File: src/rtl/eth_ctrl_pkg.sv
`default_nettype none
// ============================================================================
// Module      : eth_ctrl_pkg
// Description : Shared constants and types for the Ethernet control CSR path.
//               The command bit positions are also used by the upstream CSR
//               block and the software driver.
// Revision    : 1.0 - initial release
// ============================================================================
package eth_ctrl_pkg;

  // Command bit positions inside the 32-bit control/address register
  localparam int ETH_CMD_WR_BIT = 16;
  localparam int ETH_CMD_RD_BIT = 17;

  // Default transaction timeout and the read data reported on a timed-out read
  localparam int          ETH_DEF_TIMEOUT_CYCLES = 1024;
  localparam logic [31:0] ETH_DEF_TIMEOUT_RDATA  = 32'hFFFF_FFFF;

  // Bridge state encodings, kept as plain constants for legacy tooling
  localparam logic [1:0] ETH_ST_IDLE    = 2'd0;
  localparam logic [1:0] ETH_ST_WR      = 2'd1;
  localparam logic [1:0] ETH_ST_RD_REQ  = 2'd2;
  localparam logic [1:0] ETH_ST_RD_WAIT = 2'd3;

  typedef enum logic [1:0] {
    IDLE    = ETH_ST_IDLE,
    WR      = ETH_ST_WR,
    RD_REQ  = ETH_ST_RD_REQ,
    RD_WAIT = ETH_ST_RD_WAIT
  } t_eth_bridge_state;

  // Command level pair as seen on the control register
  typedef struct packed {
    logic rd;
    logic wr;
  } t_eth_cmd;

  // Extract the read/write command levels from the control register
  function automatic t_eth_cmd eth_cmd_from_ctrl(input logic [31:0] ctrl);
    t_eth_cmd cmd;
    cmd.rd = ctrl[ETH_CMD_RD_BIT];
    cmd.wr = ctrl[ETH_CMD_WR_BIT];
    return cmd;
  endfunction

endpackage
`default_nettype wire

File: src/rtl/eth_ctrl_avmm_bridge_edge_det.sv
`default_nettype none
// ============================================================================
// Module      : eth_cmd_edge_det
// Description : Rising-edge detector for the read/write command bits plus
//               collision qualification. A command is only "go" when the
//               bridge is idle and exactly one command bit rose this cycle.
// Revision    : 1.0 - initial release
// ============================================================================
module eth_cmd_edge_det
  import eth_ctrl_pkg::*;
(
  input  logic     pClkDiv4,
  input  logic     pck_cp2af_softReset_T1,
  input  t_eth_cmd cmd_i,
  input  logic     idle_i,
  output logic     wr_go_o,
  output logic     rd_go_o,
  output logic     collision_o
);

  t_eth_cmd cmd_q;
  t_eth_cmd cmd_d;
  logic     rise_wr;
  logic     rise_rd;

  assign cmd_d = cmd_i;

  // Remember last cycle's command levels so a held level does not re-trigger
  always_ff @(posedge pClkDiv4 or posedge pck_cp2af_softReset_T1) begin
    if (pck_cp2af_softReset_T1) begin
      cmd_q <= '0;
    end else begin
      cmd_q <= cmd_d;
    end
  end

  assign rise_wr = cmd_i.wr & ~cmd_q.wr;
  assign rise_rd = cmd_i.rd & ~cmd_q.rd;

  // A lone edge while idle starts a transaction
  assign wr_go_o = idle_i & rise_wr & ~rise_rd;
  assign rd_go_o = idle_i & rise_rd & ~rise_wr;

  // Any edge while busy, or both edges at once, is dropped and flagged
  assign collision_o = (rise_wr | rise_rd) & (~idle_i | (rise_wr & rise_rd));

endmodule
`default_nettype wire

File: src/rtl/eth_ctrl_avmm_bridge.sv
`default_nettype none
// ============================================================================
// Module      : eth_ctrl_avmm_bridge
// Description : Turns edges on the Ethernet control register command bits
//               into single-beat Avalon-MM reads/writes on the HSSI CSR bus.
//               Every transaction is bounded by a timeout so a hung slave
//               cannot lock up the host; errors are sticky until reset.
//               All outputs come straight from registers.
// Revision    : 1.0 - initial release
// ============================================================================
module eth_ctrl_avmm_bridge
  import eth_ctrl_pkg::*;
#(
  // Address width must stay below the command bits (ADDR_W <= 16)
  parameter int          ADDR_W         = 16,
  parameter int          TIMEOUT_CYCLES = ETH_DEF_TIMEOUT_CYCLES,
  parameter logic [31:0] TIMEOUT_RDATA  = ETH_DEF_TIMEOUT_RDATA
) (
  input  logic              pClkDiv4,
  input  logic              pck_cp2af_softReset_T1,
  input  logic [31:0]       eth_ctrl_addr,
  input  logic [31:0]       eth_wr_data,
  output logic [31:0]       eth_rd_data,
  output logic [ADDR_W-1:0] avm_address,
  output logic              avm_write,
  output logic              avm_read,
  output logic [31:0]       avm_writedata,
  input  logic [31:0]       avm_readdata,
  input  logic              avm_readdatavalid,
  input  logic              avm_waitrequest,
  output logic              busy,
  output logic              err_timeout,
  output logic              err_collision
);

  // Counter holds 0..TIMEOUT_CYCLES; the top value is only ever a next-state
  localparam int                CNT_W    = $clog2(TIMEOUT_CYCLES + 1);
  localparam logic [CNT_W-1:0]  CNT_LAST = CNT_W'(TIMEOUT_CYCLES - 1);

  t_eth_bridge_state state_q, state_d;
  logic [CNT_W-1:0]  cnt_q, cnt_d;
  logic [ADDR_W-1:0] addr_q, addr_d;
  logic [31:0]       wdata_q, wdata_d;
  logic [31:0]       rdata_q, rdata_d;
  logic              err_to_q, err_to_d;
  logic              err_col_q, err_col_d;

  logic              wr_go;
  logic              rd_go;
  logic              collision;
  logic              idle;
  logic              done;

  // Only the command bits and the low address bits are consumed
  logic              unused_ctrl;
  assign unused_ctrl = &{1'b0, eth_ctrl_addr};

  assign idle = (state_q == IDLE);

  eth_cmd_edge_det u_edge_det (
    .pClkDiv4               (pClkDiv4),
    .pck_cp2af_softReset_T1 (pck_cp2af_softReset_T1),
    .cmd_i                  (eth_cmd_from_ctrl(eth_ctrl_addr)),
    .idle_i                 (idle),
    .wr_go_o                (wr_go),
    .rd_go_o                (rd_go),
    .collision_o            (collision)
  );

  // Next-state: command accept, Avalon handshake, timeout abort, error flags
  always_comb begin
    state_d   = state_q;
    cnt_d     = cnt_q;
    addr_d    = addr_q;
    wdata_d   = wdata_q;
    rdata_d   = rdata_q;
    err_to_d  = err_to_q;
    err_col_d = err_col_q | collision;
    done      = 1'b0;

    unique case (state_q)
      IDLE: begin
        cnt_d = '0;
        if (wr_go || rd_go) begin
          addr_d  = eth_ctrl_addr[ADDR_W-1:0];
          wdata_d = eth_wr_data;
          state_d = wr_go ? WR : RD_REQ;
        end
      end
      WR: begin
        done = ~avm_waitrequest;
      end
      RD_REQ: begin
        if (!avm_waitrequest) begin
          if (avm_readdatavalid) begin
            rdata_d = avm_readdata;
            done    = 1'b1;
          end else begin
            state_d = RD_WAIT;
          end
        end
      end
      RD_WAIT: begin
        if (avm_readdatavalid) begin
          rdata_d = avm_readdata;
          done    = 1'b1;
        end
      end
      default: begin
        state_d = IDLE;
      end
    endcase

    // A handshake that completes on the last allowed cycle still counts as
    // a completion; otherwise the last cycle aborts the transaction.
    if (!idle) begin
      cnt_d = cnt_q + CNT_W'(1);
      if (done) begin
        state_d = IDLE;
      end else if (cnt_q == CNT_LAST) begin
        state_d  = IDLE;
        err_to_d = 1'b1;
        if (state_q != WR) begin
          rdata_d = TIMEOUT_RDATA;
        end
      end
    end
  end

  // State and datapath registers; reset drops strobes and clears read data at once
  always_ff @(posedge pClkDiv4 or posedge pck_cp2af_softReset_T1) begin
    if (pck_cp2af_softReset_T1) begin
      state_q   <= IDLE;
      cnt_q     <= '0;
      addr_q    <= '0;
      wdata_q   <= '0;
      rdata_q   <= '0;
      err_to_q  <= 1'b0;
      err_col_q <= 1'b0;
    end else begin
      state_q   <= state_d;
      cnt_q     <= cnt_d;
      addr_q    <= addr_d;
      wdata_q   <= wdata_d;
      rdata_q   <= rdata_d;
      err_to_q  <= err_to_d;
      err_col_q <= err_col_d;
    end
  end

  assign avm_write     = (state_q == WR);
  assign avm_read      = (state_q == RD_REQ);
  assign avm_address   = addr_q;
  assign avm_writedata = wdata_q;
  assign eth_rd_data   = rdata_q;
  assign busy          = ~idle;
  assign err_timeout   = err_to_q;
  assign err_collision = err_col_q;

endmodule
`default_nettype wire

File: config.mk
export PLATFORM = sky130hd
export DESIGN_NAME = eth_ctrl_avmm_bridge
export DESIGN_NICKNAME = d
export VERILOG_FILES = /design/src/rtl/eth_ctrl_pkg.sv /design/src/rtl/eth_ctrl_avmm_bridge_edge_det.sv /design/src/rtl/eth_ctrl_avmm_bridge.sv
export SDC_FILE = /design/constraint.sdc
export NUM_CORES = 1
export LEC_CHECK = 0
export BUFFER_PORTS_ARGS = -buffer_cell sky130_fd_sc_hd__buf_2
export CORE_UTILIZATION = 34
export CTS_CLUSTER_SIZE = 12
export DETAILED_ROUTE_END_ITERATION = 6
export PLACE_DENSITY = 0.59
export SKIP_LAST_GASP = 1
export SLEW_MARGIN = 20
export SYNTH_ARGS = -nofsm -noshare
export SYNTH_HDL_FRONTEND = slang
export SYNTH_SLANG_ARGS = --single-unit
File: constraint.sdc
create_clock -name pClkDiv4 -period 3.65 [get_ports pClkDiv4]
set_input_delay 0 -clock pClkDiv4 [delete_from_list [all_inputs] [get_ports pClkDiv4]]
set_output_delay 0 -clock pClkDiv4 [all_outputs]
set_load 0.05 [all_outputs]
; Yosys cells after proc, flatten, opt, wreduce, memory -nomap -nowiden
; Cells that the tools add are included.
[op_classes]
bitwise_logic = 18
n_addsub = 1
muxes = 19
reduce_logical = 4
eq_ne = 5
[ops]
columns = op, n
row1 = two-way mux 32 bit, 6
row2 = one-hot mux 32 bit (2 select lines), 1
row3 = two-way mux 2 bit, 7
row4 = adder 11 x 1 -> 11 bit (second input constant), 1
row5 = == test 11 x 10 -> 1 bit (second input constant), 1
row6 = two-way mux 11 bit, 1
row7 = AND 1 bit, 8
row8 = inverter 1 bit, 7
row9 = == test 2 bit (second input constant), 2
row10 = one-hot mux 2 bit (2 select lines), 1
row11 = OR 1 bit, 3
row12 = one-hot mux 1 bit (3 select lines), 1
row13 = AND reduction 3 bit, 1
row14 = == test 2 x 1 -> 1 bit (second input constant), 1
row15 = logical NOT 2 bit, 1
row16 = two-way mux 1 bit, 2
row17 = != test 2 x 1 -> 1 bit (second input constant), 1
row18 = AND reduction 2 bit, 1
row19 = logical OR 1 bit, 1
[totals]
wordCells = 56
input_bits = 100
ff_bits = 97
out_inout_bits = 85

; Depth between registers and ports, before layout
; Gate-level depths: netlist of the first run.
[depth]
word_depth = 10
ltp_mapped = 6
depth_no_buf = 5

; By module
; Synthesis of the first run repeated with hierarchy kept, for this count alone.
[hier_totals]
cells_unflattened = 339
hier_area_um2 = 4351.7
[modules_own_cells]
columns = mod, seq_area_each_um2, area_each_um2, cells_per_inst, n_inst
row1 = eth_ctrl_avmm_bridge, 2377.3, 4250.3, 330, 1
row2 = eth_cmd_edge_det, 50.0, 101.3, 9, 1

; Worst setup path before layout of the first run
; Ideal clock, no wire load.
[synth_path]
kind = register -> register
startpoint = register state_q[1]
endpoint = register err_to_q, in the netlist err_timeout
path_buffers = 1
path_stages_with_launch = 6
path_slack_ps = 1912
setup_time_ps = 64
synth_period_minus_slack_ps = 1738
arrival_time_ps = 1673
required_time_ps = 3586
path_cell_list = dfrtp_1 > buf_2 > nor2b_1 > o21ai_0 > o21ai_0 > a21o_2
[synth_between]
elab_chain_len = 4
word_cells_on_any_way = 8
cone_classes = eq/ne: 3 / mux: 1 / bitwise: 2 / reduce/logical: 2
[synth_rtl]
columns = item, line_no
row1 = start: declaration, eth_ctrl_avmm_bridge.sv:40  ; t_eth_bridge_state state_q, state_d;
row2 = start signal: assignment, eth_ctrl_avmm_bridge.sv:141  ; state_q <= state_d;
row3 = == test 2 bit, n/a
row4 = named net avm_read, eth_ctrl_avmm_bridge.sv:26  ; output logic avm_read,
row5 = one-hot mux 1 bit (3 select lines), eth_ctrl_avmm_bridge.sv:81  ; unique case (state_q)
row6 = inverter 1 bit (no source line), n/a
row7 = AND reduction 3 bit (no source line), n/a
row8 = end signal: assignment, eth_ctrl_avmm_bridge.sv:146  ; err_to_q <= err_to_d;
row9 = end: declaration, eth_ctrl_avmm_bridge.sv:45  ; logic err_to_q, err_to_d;
; The timed path passes the listed nets, and every way through them passes these cells.
; A chain may end at the register's enable or synchronous reset.

; Final worst setup path of the first run
[layout_path]
startpoint = register cnt_q[0]
endpoint = register rdata_q[0], in the netlist eth_rd_data[0]
[layout_between]
elab_chain_len = 4
[layout_rtl]
columns = item, line_no
row1 = start: declaration, eth_ctrl_avmm_bridge.sv:41  ; logic [CNT_W-1:0] cnt_q, cnt_d;
row2 = start signal: assignment, eth_ctrl_avmm_bridge.sv:142  ; cnt_q <= cnt_d;
row3 = == test 11 x 10 -> 1 bit, eth_ctrl_avmm_bridge.sv:120  ; end else if (cnt_q == CNT_LAST) begin
row4 = two-way mux 32 bit, eth_ctrl_avmm_bridge.sv:120
row5 = two-way mux 32 bit, eth_ctrl_avmm_bridge.sv:118  ; if (done) begin
row6 = two-way mux 32 bit, eth_ctrl_avmm_bridge.sv:116  ; if (!idle) begin
row7 = named net rdata_d[0], eth_ctrl_avmm_bridge.sv:44  ; logic [31:0] rdata_q, rdata_d;
row8 = end signal: assignment, eth_ctrl_avmm_bridge.sv:145  ; rdata_q <= rdata_d;
row9 = end: declaration, eth_ctrl_avmm_bridge.sv:44
; The timed path passes the listed nets, and every way through them passes these cells.

==> impl_metrics.json, run 1 <==
{
  "dr.first_iter.drc_count": 180,
  "antenna_left": 0,
  "reg2reg_from": "cnt_q[0]",
  "ys_types": 37,
  "fp.coreArea_sq_um": 11600,
  "final_layout_size_suffix_gt1_share_pct": 44.7,
  "r2r_end": "eth_rd_data[0]",
  "start_kind": "flip-flop",
  "final_area_sq_um": 6120,
  "area.growth.synth_to_final_pct": 50.4,
  "wl_um": 9870,
  "first_global_vias": 3350,
  "tns_ns": 0,
  "tightestPinTransition_ns": 0.766,
  "vias": 3270,
  "synthTopCellsByCount": "dfrtp_1 (97), nand2_1 (71), nand3_2 (30)",
  "io_buffers": 170,
  "arrival_ns": 2.29,
  "clkLatencyLatePin_ns": 0.34,
  "syn_nets": 424,
  "antenna_found_initial": 0,
  "ys_warn_count": 0,
  "leakage_nw": 3.16,
  "tritoncts": "yes",
  "syn_inst": 323,
  "p_comb_share_pct": 53.1,
  "dp.final_hpwl_um": 6030,
  "slew_viol_final": 0,
  "worst-path-max-fanout": 32,
  "cp_cell_sequence": "ha_1, nand2_1, nor4_4, nand3_4, nand3_1",
  "finalPower_mw": 5.68,
  "fin_nets": 673,
  "top_usage_layer": "met2",
  "fin_skew_ns": 0.00803,
  "period_minus_slack_ns": 2.03,
  "ir_worst_vdd_mv": 0.505,
  "critical_path_depth": 5,
  "setup_viol": 0,
  "synth_top_cell_by_area": "dfrtp_1",
  "numCtsBuffers": 9,
  "ys_ff_latch": 97,
  "wl_per_cell_um": 13.7,
  "clockPowerShare_pct": 15.5,
  "violations": "DRC",
  "rows": 39,
  "endpoint": "eth_rd_data[0]",
  "switchingPower_mw": 2.85,
  "synth.most_common_cell": "dfrtp_1",
  "syn_area_sq_um": 4070,
  "synth_top_area_share_pct": 59.6,
  "clk_path_buf_depth": 2,
  "swShare_pct": 50.3,
  "cts_hold_buf": 83,
  "avgSynthCellArea_sq_um": 12.6,
  "synth_area_leaders": "dfrtp_1 (60%), mux2_2 (7.7%), nand3_2 (7.4%), nand2_1 (6.5%), mux2_1 (5.5%)",
  "slew_headroom_pct": 48.9,
  "stdcell_count": 720,
  "cpPeakStageDelay_ns": 0.53,
  "cp.buffers_inverters": 0,
  "post_cts_buffers": 0,
  "cts_root_buf": "clkbuf_16",
  "grt_overflow": 0,
  "cp.required_ns": 3.91,
  "grt_use_total_pct": 16.7,
  "critPathLaunch": "cnt_q[0]",
  "cts-htree-levels": 3,
  "powerDensity_nw_per_um2": 927,
  "dp_cells": 621,
  "ys_async_sr_fraction_pct": 100,
  "clk_pin_slew_worst_paths_ns": 0.06,
  "initial_core_util_pct": 35.2,
  "end_kind": "flip-flop",
  "synth-seq-area-share_pct": 59.6,
  "die_area_sq_um": 12400,
  "die_h_um": 111,
  "gp_congestion": 0.699,
  "grt_max_degree": 64,
  "vias_per_cell": 4.54,
  "rsz0062_at_grt": "false",
  "diodes": 0,
  "power_frac_seq_pct": 31.4,
  "drt-pass1-iter-count": 6,
  "r2r_cells": 5,
  "io_pins": 185,
  "synth_edf_count": 0,
  "cts_sinks": 97,
  "crit_slowest_cell": "nand3_4",
  "hold_violations": 0,
  "crit_type": "flip-flop to flip-flop",
  "cts.repair.resized": 0,
  "use_met2_pct": 28.2,
  "critPathTopFamily": "simple AND/OR/NAND/NOR gates",
  "synth_flop_cell": "dfrtp_1",
  "grt_util_met3_pct": 4.25,
  "grtUsageMet1_pct": 19.8,
  "drc_errors": 28,
  "hold_class": "input pin to flip-flop",
  "ff2ff_setup_slack_ns": 1.62,
  "die_x_um": 111,
  "grt_pass1_wl_um": 16200,
  "dpl_cell_area_sq_um": 5010,
  "fin_crit_sh_pct": 55.6,
  "max_freq_mhz": 493,
  "maxCapViolCount": 0,
  "p_int_mw": 2.82,
  "status": "complete, but fails checks"
}
state kept, by name, indices dropped and copies added, names as in the netlist:
| name | flops |
|---|---|
| avm_address | 16 |
| avm_writedata | 32 |
| cnt_q | 11 |
| err_collision | 1 |
| err_timeout | 1 |
| eth_rd_data | 32 |
| state_q | 2 |
| u_edge_det.cmd_q | 2 |
area by class of cell:
cell class / count / area (sq um)
Clock buffer: 13 / 260
Clock inverter: 3 / 15.0
Fill cell: 997 / 5450
Inverter: 4 / 17.5
Multi-Input combinational cell: 205 / 1520
Sequential cell: 97 / 2430
Tap cell: 143 / 179
Timing Repair Buffer: 255 / 1700
per-stage QoR:
| stage | hold WS, ns | util (%) | worst slack, ns |
|---|---|---|---|
| after floorplan | 0.0314 | - | 1.12 |
| after global placement | 0.140 | 43.3 | 1.39 |
| after detailed placement | 0.147 | 43.3 | 1.31 |
| after CTS | 0.0465 | 52.9 | 1.31 |
| after global routing | 0.0958 | 52.9 | 1.37 |
| final | 0.0678 | 52.9 | 1.62 |
layer usage:
layer,wire length (um),part of all wire (%)
met2,5020,51
met5,0,0
met3,530,5.4
met4,196,2.0
met1,4130,42
how the worst min path moves through the flow:
| stage | start | slack (ns) | endpoint | cells past startpoint |
|---|---|---|---|---|
| 2_1_floorplan | eth_ctrl_addr[16] | 0.03 | u_edge_det.cmd_q[0] | 0 |
| 3_3_place_gp | eth_ctrl_addr[17] | 0.14 | u_edge_det.cmd_q[1] | 1 |
| 3_5_place_dp | eth_ctrl_addr[17] | 0.15 | u_edge_det.cmd_q[1] | 1 |
| 4_1_cts | avm_readdatavalid | 0.05 | state_q[1] | 4 |
| 5_1_grt | avm_readdatavalid | 0.1 | state_q[1] | 4 |
| 6_report | avm_waitrequest | 0.07 | err_timeout | 4 |
power by group through the flow:
stage                     Clock, mW  Sequential [mW]  Combinational, mW
after detailed placement          0             1.79               2.95
after global routing          0.956             1.84               3.16
after floorplan                   0             3.32              0.766
after global placement            0             1.77               2.93
after CTS                     0.914             1.77               3.03
final                         0.880             1.78               3.01
worst register-to-register path: stages (launching register included):
cell and delay [ns]:
dfrtp_1 0.41, ha_1 0.27, nand2_1 0.14, nor4_4 0.39, nand3_4 0.53, nand3_1 0.21
kinds of logic after synthesis:
group	after synthesis	synth area share, %
buffers and inverters	21	3.14
xor gates and xnor gates	9	1.94
adders and majority gates	1	0.307
AOI/OAI and AO/OA	10	1.63
DFF	97	59.6
and+or+nand+nor	136	19.8
muxes	49	13.5
placed cells by master (no fill, tap or decap), types with 4 or more instances in the layout:
cell	n
o21ai_0	4
dfrtp_1	97
mux2_2	28
buf_2	170
nand2_1	70
nand3_2	30
dlygate4sd3_1	83
clkbuf_16	9
xor2_1	7
nor2_1	9
mux2_1	20
nand3_1	8
Power figures use the tool's default switching activity.
==> inputs of run 2 (changes only) <==
--- a/config.mk
+++ b/config.mk
@@ -9,7 +9,7 @@
 export CORE_UTILIZATION = 34
 export CTS_CLUSTER_SIZE = 12
 export DETAILED_ROUTE_END_ITERATION = 6
-export PLACE_DENSITY = 0.59
+export PLACE_DENSITY = 0.61
 export SKIP_LAST_GASP = 1
 export SLEW_MARGIN = 20
 export SYNTH_ARGS = -nofsm -noshare
==> constraint.sdc (replaced) <==
create_clock -name pClkDiv4 -period 1.77 [get_ports pClkDiv4]
set_input_delay 0 -clock pClkDiv4 [delete_from_list [all_inputs] [get_ports pClkDiv4]]
set_output_delay 0 -clock pClkDiv4 [all_outputs]
set_load 0.05 [all_outputs]
==> run 2 against run 1 <==
  * The run still ends with DRC left
  * Setup slack worse by 1.5 ns
  * Wire length is 6.0% lower
  * Combinational power is 110% higher
  * Global-route usage is 0.64 points lower
  * Final cell count is 0.69% higher
  * Total power is 110% higher
  * First-iteration DRC count is 6.7% lower
  * Clock skew is 0.0023 ns lower
  * Clock power is 97% higher
  * Critical path depth is 1 higher
==> impl_metrics.json, run 2 (synthesized netlist as in run 1, its figures left out) <==
{
  "status": "complete, but fails checks",
  "violations": "DRC",
  "end_kind": "flip-flop",
  "slew_viol_final": 0,
  "rows": 39,
  "dr.first_iter.drc_count": 168,
  "cts_sinks": 97,
  "worst-path-max-fanout": 32,
  "max_freq_mhz": 624,
  "tightestPinTransition_ns": 0.514,
  "cp.required_ns": 2.04,
  "gp_congestion": 0.732,
  "io_buffers": 170,
  "grt_pass1_wl_um": 16000,
  "cp_cell_sequence": "ha_1, nand2_1, nor4_4, nand3_4, buf_12, nand3_2",
  "leakage_nw": 3.19,
  "hold_violations": 0,
  "arrival_ns": 1.87,
  "drt-pass1-iter-count": 7,
  "crit_type": "flip-flop to flip-flop",
  "tns_ns": 0,
  "cts.repair.resized": 0,
  "fp.coreArea_sq_um": 11600,
  "first_global_vias": 3364,
  "diodes": 0,
  "hold_class": "input pin to flip-flop",
  "final_layout_size_suffix_gt1_share_pct": 45.2,
  "die_area_sq_um": 12400,
  "grt_overflow": 0,
  "hold_ws_ns": 0.0646,
  "io_pins": 185,
  "wl_um": 9280,
  "vias_per_cell": 4.47,
  "tritoncts": "yes",
  "powerDensity_nw_per_um2": 1880,
  "clkLatencyLatePin_ns": 0.34,
  "cts_root_buf": "clkbuf_16",
  "dp.final_hpwl_um": 5980,
  "final_common_cell": "buf_2",
  "layout_common_cells": "buf_2 (170), dfrtp_1 (97), dlygate4sd3_1 (83)",
  "initial_core_util_pct": 35.2,
  "die_h_um": 111,
  "fin_nets": 679,
  "crit_slowest_cell": "dfrtp_1",
  "setup_viol": 0,
  "rsz0062_at_grt": "false",
  "drc_errors": 26,
  "die_x_um": 111,
  "area.growth.synth_to_final_pct": 52.0,
  "vias": 3239,
  "maxCapViolCount": 0,
  "clk_pin_slew_worst_paths_ns": 0.06,
  "clk_path_buf_depth": 2,
  "final_util_pct": 53.5,
  "antenna_found_initial": 0,
  "fin_crit_sh_pct": 90.5,
  "grt_use_total_pct": 16.0,
  "period_minus_slack_ns": 1.60,
  "start_kind": "flip-flop",
  "ir_worst_vdd_mv": 1.04,
  "fin_skew_ns": 0.00568,
  "place_ws_ns": 0.168,
  "fin_ws_ns": 0.168,
  "cts-htree-levels": 3,
  "wl_per_cell_um": 12.8,
  "cpPeakStageDelay_ns": 0.41,
  "grt_max_degree": 98,
  "antenna_left": 0,
  "slew_headroom_pct": 65.7,
  "numCtsBuffers": 9
}
-- run 2: changes by cell type in the layout (fill, tap and decap cells not counted), sizes merged --
cell | before | now
clkinvlp | 0 | 1
clkbuf | 13 | 11
buf | 172 | 178
inv | 4 | 3
clkinv | 3 | 4
-- run 2: critical path: cells and delay by family, from the launching register on --
family,cells,cell delay (ns)
fa+ha+maj,1,0.19
buf+inv,1,0.20
flops,1,0.41
simple gates,4,0.72
-- run 2: metrics by stage --
step / instance area [sq um] / power [mW] / instances
finish: 6180 / 11.6 / 725
global route: 6180 / 12.2 / 725
CTS: 6180 / 11.8 / 725
detailed placement: 5090 / 9.85 / 627
global placement: 5090 / 9.73 / 627
floorplan: 4070 / 8.42 / 323
-- run 2: per-layer routing --
metal / GRT usage, % / share of wire, % / routed length, um / vias to the layer above
met5: 0 / 0 / 0 / -
met4: 7.12 / 1.8 / 167 / 0
met3: 3.70 / 5.3 / 494 / 12
met2: 27.6 / 50 / 4680 / 95
met1: 19.1 / 42 / 3940 / 1541
li1: - / - / - / 1591
-- run 2: final timing paths --
check	startpoint	endpoint	slack (ns)	cells after the start
worst max-delay path	cnt_q[0]	eth_rd_data[16]	0.17	6
worst min-delay path	avm_waitrequest	err_timeout	0.06	4
worst max register to register	cnt_q[0]	eth_rd_data[16]	0.17	6
worst min register to register	err_timeout	err_timeout	0.46	1
max in group asynchronous	pck_cp2af_softReset_T1	cnt_q[1]	1.01	4
min in group asynchronous	pck_cp2af_softReset_T1	avm_writedata[4]	0.37	4
-- run 2: cell type report --
cell class	instances	area, sq um
sequential	97	2430
tap	143	179
multi-input combinational	205	1520
clock buffer	11	243
clock inverter	4	20.0
inverter	4	18.8
timing repair buffer	261	1780
fill	1007	5380
-- run 2: power by group --
group          switching (mW)  internal [mW]  total [mW]
sequential              0.501           3.16        3.67
combinational            4.56           1.69        6.25
clock                   0.757          0.972        1.73
total                    5.82           5.83        11.6
-- run 2: what timing repair did --
action	4_1_cts	5_1_grt
hold endpoints to repair	180	0
hold buffers	83	0
setup buffers	0	0
